[src/rtl/irq_pkg.sv]
// Shared FSM state type and default register map for the interrupt controller.
package irq_pkg;

   typedef enum logic [1:0] {
      IDLE = 2'd0,
      REQ  = 2'd1,
      SVC  = 2'd2
   } irq_state_e;

   localparam logic [31:0] IRQ_BASE_DEF = 32'hF000_0800;

   localparam logic [31:0] IPR_OFS = 32'h0000_0010;
   localparam logic [31:0] IMR_OFS = 32'h0000_0014;
   localparam logic [31:0] EOI_OFS = 32'h0000_0018;

   localparam logic [31:0] IPR_ADDR_DEF = IRQ_BASE_DEF + IPR_OFS;
   localparam logic [31:0] IMR_ADDR_DEF = IRQ_BASE_DEF + IMR_OFS;
   localparam logic [31:0] EOI_ADDR_DEF = IRQ_BASE_DEF + EOI_OFS;

endpackage

[src/rtl/irq_prio_enc.sv]
// Combinational priority encoder: the lowest set request index wins.
module irq_prio_enc #(
   parameter int unsigned NUM_IRQ = 4
) (
   input  logic [NUM_IRQ-1:0] req_i,
   output logic [2:0]         idx_o,
   output logic               valid_o
);

   // Scan downwards so the last hit, and thus the result, is the lowest index.
   always_comb begin
      idx_o   = 3'd0;
      valid_o = 1'b0;
      for (int i = int'(NUM_IRQ) - 1; i >= 0; i--) begin
         if (req_i[i]) begin
            idx_o   = 3'(i);
            valid_o = 1'b1;
         end
      end
   end

endmodule

[src/rtl/irq_ctrl.sv]
// Memory-mapped interrupt controller with pending/mask registers and an IDLE/REQ/SVC handshake.
// Define IRQ_CTRL_EDGE_EN for rising-edge source events; the default build is level-sensitive.
module irq_ctrl
   import irq_pkg::*;
#(
   parameter int unsigned     BITS     = 32,
   parameter int unsigned     NUM_IRQ  = 4,
   parameter logic [BITS-1:0] IPR_BASE = BITS'(IPR_ADDR_DEF),
   parameter logic [BITS-1:0] IMR_BASE = BITS'(IMR_ADDR_DEF),
   parameter logic [BITS-1:0] EOI_BASE = BITS'(EOI_ADDR_DEF)
) (
   input  logic               clk,
   input  logic               reset,
   input  logic               we,
   input  logic               re,
   input  logic [BITS-1:0]    memAddr,
   input  logic [BITS-1:0]    dataBusIn,
   output logic [BITS-1:0]    dataBusOut,
   input  logic [NUM_IRQ-1:0] irqIn,
   output logic               intrReq,
   input  logic               intrAck,
   output logic [2:0]         intrVec
);

   irq_state_e         state_q, state_d;
   logic [2:0]         vec_q, vec_d;
   logic [NUM_IRQ-1:0] irq_q;
   logic [NUM_IRQ-1:0] pend_q, pend_d;
   logic [NUM_IRQ-1:0] mask_q, mask_d;
   logic [NUM_IRQ-1:0] insvc_q, insvc_d;
   logic [NUM_IRQ-1:0] evt, eligible, vec_oh, pend_clr;
   logic [2:0]         enc_idx;
   logic               enc_valid, lat_elig;
   logic               ipr_wr, imr_wr, eoi_wr;
   logic               unused_data;

   assign ipr_wr      = we && (memAddr == IPR_BASE);
   assign imr_wr      = we && (memAddr == IMR_BASE);
   assign eoi_wr      = we && (memAddr == EOI_BASE);
   assign unused_data = ^dataBusIn;

`ifdef IRQ_CTRL_EDGE_EN
   logic [NUM_IRQ-1:0] hist_q;

   always_ff @(posedge clk or posedge reset) begin
      if (reset) hist_q <= '0;
      else       hist_q <= irq_q;
   end

   assign evt = irq_q & ~hist_q;
`else
   assign evt = irq_q;
`endif

   assign eligible = pend_q & mask_q & ~insvc_q;
   assign vec_oh   = NUM_IRQ'(1) << vec_q;
   assign lat_elig = |(eligible & vec_oh);

   irq_prio_enc #(
      .NUM_IRQ(NUM_IRQ)
   ) u_prio_enc (
      .req_i  (eligible),
      .idx_o  (enc_idx),
      .valid_o(enc_valid)
   );

   always_comb begin
      state_d  = state_q;
      vec_d    = vec_q;
      insvc_d  = insvc_q;
      pend_clr = ipr_wr ? dataBusIn[NUM_IRQ-1:0] : '0;
      case (state_q)
         IDLE: begin
            if (enc_valid) begin
               state_d = REQ;
               vec_d   = enc_idx;
            end
         end
         REQ: begin
            // Ack wins over the latched source losing eligibility in the same cycle.
            if (intrAck) begin
               state_d  = SVC;
               pend_clr = pend_clr | vec_oh;
               insvc_d  = insvc_q | vec_oh;
            end else if (!lat_elig) begin
               state_d = IDLE;
            end
         end
         SVC: begin
            if (eoi_wr) begin
               state_d = IDLE;
               insvc_d = '0;
            end
         end
         default: state_d = IDLE;
      endcase
      // A new event always beats any clear in the same cycle.
      pend_d = (pend_q & ~pend_clr) | evt;
      mask_d = imr_wr ? dataBusIn[NUM_IRQ-1:0] : mask_q;
   end

   always_ff @(posedge clk or posedge reset) begin
      if (reset) begin
         state_q <= IDLE;
         vec_q   <= 3'd0;
         irq_q   <= '0;
         pend_q  <= '0;
         mask_q  <= '0;
         insvc_q <= '0;
      end else begin
         state_q <= state_d;
         vec_q   <= vec_d;
         irq_q   <= irqIn;
         pend_q  <= pend_d;
         mask_q  <= mask_d;
         insvc_q <= insvc_d;
      end
   end

   always_comb begin
      dataBusOut = '0;
      if (re && !we) begin
         if (memAddr == IPR_BASE)      dataBusOut = BITS'(pend_q);
         else if (memAddr == IMR_BASE) dataBusOut = BITS'(mask_q);
      end
   end

   assign intrReq = (state_q == REQ);
   assign intrVec = vec_q;

endmodule

[config.mk]
export PLATFORM = sky130hd
export DESIGN_NAME = irq_ctrl
export DESIGN_NICKNAME = d
export VERILOG_FILES = /design/src/rtl/irq_pkg.sv /design/src/rtl/irq_prio_enc.sv /design/src/rtl/irq_ctrl.sv
export SDC_FILE = /design/constraint.sdc
export NUM_CORES = 1
export LEC_CHECK = 0
export CELL_PAD_IN_SITES_DETAIL_PLACEMENT = 1
export CELL_PAD_IN_SITES_GLOBAL_PLACEMENT = 2
export CORE_MARGIN = 1.5
export CORE_UTILIZATION = 17
export DETAILED_ROUTE_END_ITERATION = 16
export PLACE_DENSITY = 0.82
export SETUP_SLACK_MARGIN = 0.15
export SLEW_MARGIN = 10
export SYNTH_ARGS = -nofsm -noshare
export SYNTH_HDL_FRONTEND = slang
export SYNTH_SLANG_ARGS = --single-unit
export TNS_END_PERCENT = 100
[constraint.sdc]
create_clock -name clk -period 1.8 [get_ports clk]
set_input_delay 0.27 -clock clk [delete_from_list [all_inputs] [get_ports clk]]
set_output_delay 0.27 -clock clk [all_outputs]
set_load 0.02 [all_outputs]
==> results.tsv <==
metric	value	unit
status	finished, violations left	
violations	negative setup slack	
critPathRequiredTime	1530	ps
cts_max_path_buffers	2	
worst-path-buf-inv	2	
grt_max_degree	21	
peakVddDrop	0.2223	mV
yosysSeqAreaShare	0.3704	
slowest_stage	or4_4	
cpPeakStageDelay	680	ps
cts_root_buf	clkbuf_8	
portBuffers	51	
cts_tree	built	
finalNonFillerCells	326	
syn_area_per_cell	10.08	sq um
synth_area	1351	sq um
timing.final.ws_setup	-295.1	ps
core-area	7727	sq um
dieArea	8493	sq um
antenna_found_initial	0	
clk_pin_slew	70	ps
wl	4.265	mm
detail_route.wl_per_cell	13.08	um
ant_nets	0	
ctsHtreeMaxLevel	1	
antenna_cells	0	
synth_top_cell_by_area	dfrtp_1	
dp_cells	302	
die_x	92.16	um
finalMaxSlewViolations	0	
routed_via_density	3.822	
cp-start-kind	input pin	
grt_usage	0.09965	
synth_edf_count	0	
clock_sinks	20	
firstDrtPassIters	4	
netlist_top_cells_count	buf_4, dfrtp_1, a21oi_1, inv_1, nor2_1	
drc	0	
drtIter0Drc	31	
grt_pass1_vias	1280	
grt_pass1_wl	6.561	mm
power.leakage	1.105	nW
drive_gt1_frac	0.4107	
start_util	0.1749	
skew	2.852	ps
ys_seq_elements	20	
nets	299	
period_needed	2095	ps
cts_buffers	3	
crit_family	simple AND/OR/NAND/NOR gates	
gp_congestion	0.7643	
cp_data_arrival_time	1830	ps
synthArstFlopShare	1.000	
max_cap_viol_count	0	
critPathMaxFanout	4	
ys_types	32	
rsz0062_at_grt	true	
via_count	1246	
path_cells	dlygate4sd2_1 -> and4bb_2 -> nand4_1 -> or4_4 -> nor2_4 -> buf_6	
crit_type	input pin to primary output	
hold_path.class	input pin to async pin	
r2r_slack	370	ps
ios	109	
period_share	1.164	
finalSetupViolCount	13	
hold_viol	0	
end_kind	primary output	
synth_top_area_share	0.3704	
whs	345.1	ps
yosysWarnings	0	
fmax	0.4773	GHz
area_delta_synth_final	68.80	%
tns	-1400	ps
dp_hpwl	3.068	mm
powerDensity	422.5	nW/um^2
die-height	92.16	um
nFillCells	892	
synth_most_common_cell	buf_4	
synthFlopType	dfrtp_1	
grt_overflow	0	
synthTopCellsByArea	dfrtp_1, buf_4, nor4_4	
netlist_instances	134	
insertion_delay	250	ps
row_count	32	
-- kinds of logic after synthesis --
| kind of cell | after synthesis | synth area share |
|---|---|---|
| multiplexers | 9 | 0.09074 |
| other | 1 | 0.002775 |
| flip-flops | 20 | 0.3704 |
| AO/OA/AOI/OAI | 20 | 0.08333 |
| AND/OR/NAND/NOR | 44 | 0.2602 |
| buffers and inverters | 40 | 0.1926 |
-- per-layer routing --
layer / track usage / up-vias / routed length [um]
met5: 0 / - / 0
met4: 0.03462 / 0 / 78
met3: 0.02073 / 8 / 178
met2: 0.1833 / 34 / 2345
met1: 0.1127 / 611 / 1662
li1: - / 593 / -
-- where the power goes --
part | internal [W] | switching (W)
Sequential | 0.000455 | 0.00000438
Combinational | 0.000104 | 0.000115
Clock | 0.000149 | 0.000137
Total | 0.000708 | 0.000256
-- registers in the layout, indices dropped and copies added (netlist names) --
name,cells
intrVec,2
pend_q,4
mask_q,4
state_q,2
insvc_q,4
evt,4
-- worst min-delay path, stage by stage --
cell and delay (ps):
clkdlybuf4s50_1 400, inv_1 50, buf_4 260
-- per-stage QoR --
stage / worst slack, ps / util / instance area (sq um) / total power (W)
2_1_floorplan: 60.13 / - / 1489 / 0.0006045
3_3_place_gp: -1030 / 0.2630 / 2032 / 0.0006799
3_5_place_dp: -1048 / 0.2630 / 2032 / 0.0006848
4_1_cts: -193.7 / 0.2871 / 2218 / 0.0009719
5_1_grt: -329.8 / 0.2952 / 2281 / 0.001022
6_report: -295.1 / 0.2952 / 2281 / 0.0009638
-- final cells by class --
class,count,area [sq um],area share
clock buffers,3,41.29,0.01810
inverters,10,37.54,0.01646
multi-input cells,102,802.0,0.3516
flip-flops and latches,20,500.5,0.2194
well taps,102,127.6,0.05595
repair buffers,89,772.0,0.3385
-- placed cells by master, fill, tap and decap left out, types with 3 or more instances in the layout --
cell type | synthesis | routed
dlygate4sd2_1 | 0 | 8
nor2_4 | 0 | 5
nor4_4 | 3 | 5
nand2_1 | 7 | 7
clkbuf_8 | 0 | 3
buf_2 | 1 | 9
buf_6 | 0 | 20
nor2_1 | 8 | 3
dfrtp_1 | 20 | 20
mux2_4 | 4 | 4
inv_1 | 10 | 10
nand3b_1 | 6 | 6
a21oi_1 | 12 | 9
a21oi_2 | 0 | 3
mux2i_1 | 4 | 4
buf_4 | 29 | 26
clkbuf_2 | 0 | 6
a31oi_1 | 4 | 4
clkdlybuf4s50_1 | 0 | 11
clkdlybuf4s15_1 | 0 | 6
conb_1 | 1 | 29
-- timing repair --
| item | in CTS | in global routing |
|---|---|---|
| pin swaps | 17 | 18 |
| gates resized for setup | 118 | 26 |
| endpoints found under the setup margin | 20 | 17 |
| hold buffers | 0 | 0 |
| setup buffers | 16 | 5 |
-- final timing paths --
check	from	to	depth (start not counted)
max	memAddr[29]	dataBusOut[1]	6
min	reset	evt[0]	3
max reg2reg	insvc_q[3]	state_q[0]	3
min reg2reg	insvc_q[1]	insvc_q[1]	2
max in group asynchronous	reset	mask_q[0]	3
min in group clk	irqIn[2]	evt[2]	1
No activity file was read; power rests on OpenSTA's default activity.
